File: config.mk
export PLATFORM = sky130hd
export DESIGN_NAME = bin2bcd_seq
export DESIGN_NICKNAME = d
export VERILOG_FILES = /design/src/rtl/bin2bcd_pkg.sv /design/src/rtl/bcd_digit_adj.sv /design/src/rtl/bin2bcd_seq.sv
export SDC_FILE = /design/constraint.sdc
export NUM_CORES = 1
export LEC_CHECK = 0
export ABC_AREA = 1
export BUFFER_PORTS_ARGS = -buffer_cell sky130_fd_sc_hd__buf_2
export CORE_ASPECT_RATIO = 1.4
export CORE_MARGIN = 2
export CORE_UTILIZATION = 45
export DETAILED_ROUTE_END_ITERATION = 10
export GPL_TIMING_DRIVEN = 0
export PLACE_DENSITY_LB_ADDON = 0.15
export SLEW_MARGIN = 30
export SYNTH_ARGS = -nofsm -noshare
export SYNTH_HDL_FRONTEND = slang
export SYNTH_SLANG_ARGS = --single-unit
File: constraint.sdc
create_clock -name clk -period 2.7 [get_ports clk]
set_input_delay 0.135 -clock clk [delete_from_list [all_inputs] [get_ports clk]]
set_output_delay 0.135 -clock clk [all_outputs]
set_load 0.01 [all_outputs]
File: src/rtl/bin2bcd_pkg.sv
// Shared types and parameter helpers for the sequential binary-to-BCD converter.
package bin2bcd_pkg;

    typedef enum logic [1:0] {IDLE, SHIFT, DONE} state_t;

    // Decimal digits needed to hold 2**width-1: ceil(width * log10(2)).
    // log10(2) is approximated as 30103/100000. 2**width is never a power of ten,
    // so the ceiling is exact for any practical width.
    function automatic int unsigned min_digits(input int unsigned width);
        longint unsigned scaled;
        scaled = longint'(width) * 64'd30103;
        return int'((scaled + 64'd99999) / 64'd100000);
    endfunction

endpackage

File: src/rtl/bcd_digit_adj.sv
// One double-dabble corrector: adds 3 to a BCD digit of 5 or more before the shift.
// The input never exceeds 9, so the result is at most 12 and fits in 4 bits.
module bcd_digit_adj (
    input  logic [3:0] din,
    output logic [3:0] dout
);

    // Add 3 when the digit would reach 10 or more after doubling
    always_comb begin
        dout = (din >= 4'd5) ? (din + 4'd3) : din;
    end

endmodule

File: src/rtl/bin2bcd_seq.sv
// Sequential binary-to-BCD converter (shift-and-add-3). Converts one input bit per
// clock. A start/done handshake brackets each conversion.
module bin2bcd_seq
    import bin2bcd_pkg::*;
#(
    parameter int unsigned WIDTH  = 8,
    parameter int unsigned DIGITS = 3
) (
    input  logic                  clk,
    input  logic                  reset,
    input  logic                  start,
    input  logic [WIDTH-1:0]      bin,
    output logic                  ready,
    output logic                  busy,
    output logic                  done,
    output logic [4*DIGITS-1:0]   bcd
);

    localparam int unsigned CW = (WIDTH > 1) ? $clog2(WIDTH) : 1;
    localparam int unsigned SW = 4 * DIGITS;

    state_t               state_q, state_d;
    logic [WIDTH-1:0]     bin_sr_q;
    logic [SW-1:0]        scratch_q;
    logic [SW-1:0]        scratch_adj;
    logic [SW+WIDTH-1:0]  shift_next;
    logic [CW-1:0]        count_q;
    logic [SW-1:0]        bcd_q;
    logic                 done_q;
    logic                 last_bit;

    // Per-digit correctors act on the pre-shift scratch value
    for (genvar g = 0; g < DIGITS; g++) begin : g_adj
        bcd_digit_adj u_adj (
            .din  (scratch_q[4*g +: 4]),
            .dout (scratch_adj[4*g +: 4])
        );
    end

    assign last_bit = (count_q == CW'(WIDTH - 1));

    // Corrected digits plus remaining binary bits shifted left as one word
    always_comb begin
        shift_next = {scratch_adj, bin_sr_q} << 1;
    end

    // Next-state decode
    always_comb begin
        state_d = state_q;
        unique case (state_q)
            IDLE:    if (start) state_d = SHIFT;
            SHIFT:   if (last_bit) state_d = DONE;
            DONE:    state_d = IDLE;
            default: state_d = IDLE;
        endcase
    end

    // State register
    always_ff @(posedge clk) begin
        if (reset) begin
            state_q <= IDLE;
        end else begin
            state_q <= state_d;
        end
    end

    // Datapath: load on accepted start, shift while converting, publish on DONE
    always_ff @(posedge clk) begin
        if (reset) begin
            bin_sr_q  <= '0;
            scratch_q <= '0;
            count_q   <= '0;
            bcd_q     <= '0;
        end else begin
            unique case (state_q)
                IDLE: begin
                    if (start) begin
                        bin_sr_q  <= bin;
                        scratch_q <= '0;
                        count_q   <= '0;
                    end
                end
                SHIFT: begin
                    {scratch_q, bin_sr_q} <= shift_next;
                    if (!last_bit) count_q <= count_q + 1'b1;
                end
                DONE:    bcd_q <= scratch_q;
                default: ;
            endcase
        end
    end

    // done is registered so it rises together with the new bcd value
    always_ff @(posedge clk) begin
        if (reset) begin
            done_q <= 1'b0;
        end else begin
            done_q <= (state_q == DONE);
        end
    end

    // Catch a DIGITS value too small to hold the largest input
    always_ff @(posedge clk) begin
        if (!reset) begin
            assert (DIGITS >= min_digits(WIDTH))
            else $error("bin2bcd_seq: DIGITS=%0d too small for WIDTH=%0d", DIGITS, WIDTH);
        end
    end

    assign ready = (state_q == IDLE);
    assign busy  = (state_q == SHIFT);
    assign done  = done_q;
    assign bcd   = bcd_q;

endmodule
==> impl_metrics.yaml <==
worst_setup_path:
  start_kind: "register"
  cp.arrival_ns: 1.28
  startpoint: "state_q[0]"
  required_ns: 2.57
  worstSetupPathType: "register to output pin"
  endpoint_kind: "output pin"
  cp_max_fo: 10
  r2r-start: "scratch_q[4]"
timing:
  final_max_slew_viol_count: 0
  finalSetupViolCount: 0
  hold_viol: 0
  slew_headroom_pct: 65.5
  finClkSkew_ns: 0.00774
  fmax_mhz: 708
  tns_ns: 0
  fin_hold_ws_ns: 0.0640
  period_needed_ns: 1.41
  rsz0062_at_grt: "false"
  period_share_pct: 52.3
  tightest_slew_ns: 0.517
  final.setup.worst_slack_ns: 1.29
floorplanning:
  fp.dieW_um: 56.4
  core_area_mm2: 0.00368
  die_area_mm2: 0.00436
  start_util_pct: 47.1
  die_h_um: 77.4
  ios: 26
  rows: 26
clock_tree:
  cts_tree: "done"
  cts_resized: 0
  cts_sinks: 38
  postCtsSetupBuffers: 0
  insertion_delay_ns: 0.29
  clockBufferDepth: 2
  cts_inserted_buffers: 5
  path_clk_slew_ns: 0.07
  root_buffer: "clkbuf_8"
  htreeDepth: 2
  hold_buffers: 0
finish:
  synthToLayoutAreaGrowth_pct: 14.5
  layout.nets: 279
  final_cell_area_mm2: 0.00198
  n_antenna_cell: 0
  final_core_util_pct: 53.9
  drive_above_1_share_pct: 16.9
  fill_cells: 393
detailed_routing:
  drtIter0Drc: 36
  wl_per_cell_um: 12.0
  antenna_left: 0
  post-route-drc-count: 0
  dr.pass1.iters: 4
  viasPerCell: 5.16
  wl_um: 3620
  vias: 1559
placed_design:
  place_congestion: 0.884
  detailed_place_hpwl_um: 2580
  portBuffers: 24
  placed_area_mm2: 0.00190
  pre_cts_slack_ns: 1.34
global_route:
  grt_pass1_vias: 1411
  grt_pass1_wl_um: 6140
  antenna_found_initial: 0
  grt_overflow: 0
  track_usage_pct: 17.7
  grt_max_degree: 12
yosys:
  ys_seq_elements: 38
  netlist-cell-type-count: 23
  synth.cell_area_mm2: 0.00173
  avgSynthCellArea_um2: 7.56
  ys_seq_area_share_pct: 44.0
  yosys_warnings: 0
  syn_inst: 229
  syn-num-nets: 248
power_and_ir_drop:
  powerDensity_mw_per_mm2: 513
  p_leak_nw: 0.898
  ir_drop_v: 0.000409
hold_path:
  hp-start: "reset"
  hp-class: "primary input to register"
run:
  cap_viol_max_count: 0
status:
  status: "finished clean"
[state kept, by name, indices dropped and copies added (netlist names)]
register / flops
bcd: 12
scratch_q: 12
count_q: 3
done: 1
state_q: 2
bin_sr_q: 8
[where the power goes]
part / internal, mW / switching (mW) / leakage, nW
Sequential: 0.571 / 0.00706 / 0.308
Combinational: 0.0276 / 0.0470 / 0.546
Clock: 0.173 / 0.191 / 0.0438
Total: 0.772 / 0.245 / 0.898
[layout make-up]
cell class	count	area, um2	share of cell area [%]
Buffer	9	70.1	3.54
Clock buffer	5	68.8	3.47
Clock inverter	2	10.0	0.505
Inverter	25	93.8	4.73
Multi-Input combinational cell	157	806	40.7
Sequential cell	38	761	38.4
Tap cell	42	52.6	2.65
Timing Repair Buffer	24	120	6.06
[path summary, 6_finish.rpt]
path                            slack, ns  cells past startpoint           end
worst max-delay path                 1.29                      4          busy
worst min-delay path                 0.06                      2   bin_sr_q[4]
worst max register to register       1.34                      9  scratch_q[8]
worst min register to register       0.46                      2   bin_sr_q[0]
[routing by layer]
metal,GRT usage [%],part of all wire (%),up-vias
met2,30.6,49,34
met3,4.33,4.1,6
met5,0,0,-
li1,-,-,821
met4,7.14,1.5,0
met1,20.6,45,698
[cells in the mapped netlist (all sizes together)]
cell / n / area, um2
nand4: 6 / 37.5
a21oi: 27 / 135
o21ai: 21 / 120
ha: 8 / 100
nor3: 1 / 5.00
inv: 25 / 93.8
nand3: 21 / 105
nor2: 18 / 77.6
nand2: 49 / 184
buf: 6 / 57.6
a31oi: 3 / 18.8
o211ai: 1 / 7.51
a22oi: 2 / 15.0
dfxtp: 38 / 761
clkbuf: 3 / 12.5
[cells by family (layout without fill, tap and decap cells)]
family                     after synthesis  in the layout  share of synthesized area (%)
adders and majority gates                8              8                           5.78
buffers and inverters                   34             65                           9.47
and+or+nand+nor                         95             95                           23.6
DFF                                     38             38                           44.0
AOI/OAI and AO/OA                       54             54                           17.1
[critical path: stages (launching register included)]
cell and delay (ns):
dfxtp_1 0.46, inv_2 0.10, nor2_4 0.10, buf_4 0.19, buf_2 0.15
[placed cells by master (no fill, tap or decap)]
master / synthesis / layout
ha_1: 8 / 8
nor2_1: 16 / 16
a31oi_1: 3 / 3
o21ai_0: 19 / 19
inv_2: 2 / 2
dfxtp_1: 38 / 38
o21ai_2: 1 / 1
nor2_4: 1 / 1
clkbuf_8: 0 / 5
nand4_1: 6 / 6
buf_6: 4 / 4
o21ai_4: 1 / 1
clkbuf_1: 2 / 2
clkinv_2: 0 / 2
a22oi_1: 2 / 2
nand3_1: 21 / 21
nor2_2: 1 / 1
a21oi_1: 27 / 27
nor3_1: 1 / 1
buf_4: 1 / 1
nand2_1: 49 / 49
o211ai_1: 1 / 1
clkbuf_2: 1 / 1
buf_2: 1 / 25
inv_1: 23 / 23
[stage by stage]
step | std cells | power [mW]
global placement | 295 | 0.665
detailed placement | 295 | 0.666
finish | 302 | 1.02
floorplan | 229 | 0.640
CTS | 302 | 1.03
global route | 302 | 1.06
No activity file was read; power rests on OpenSTA's default activity.
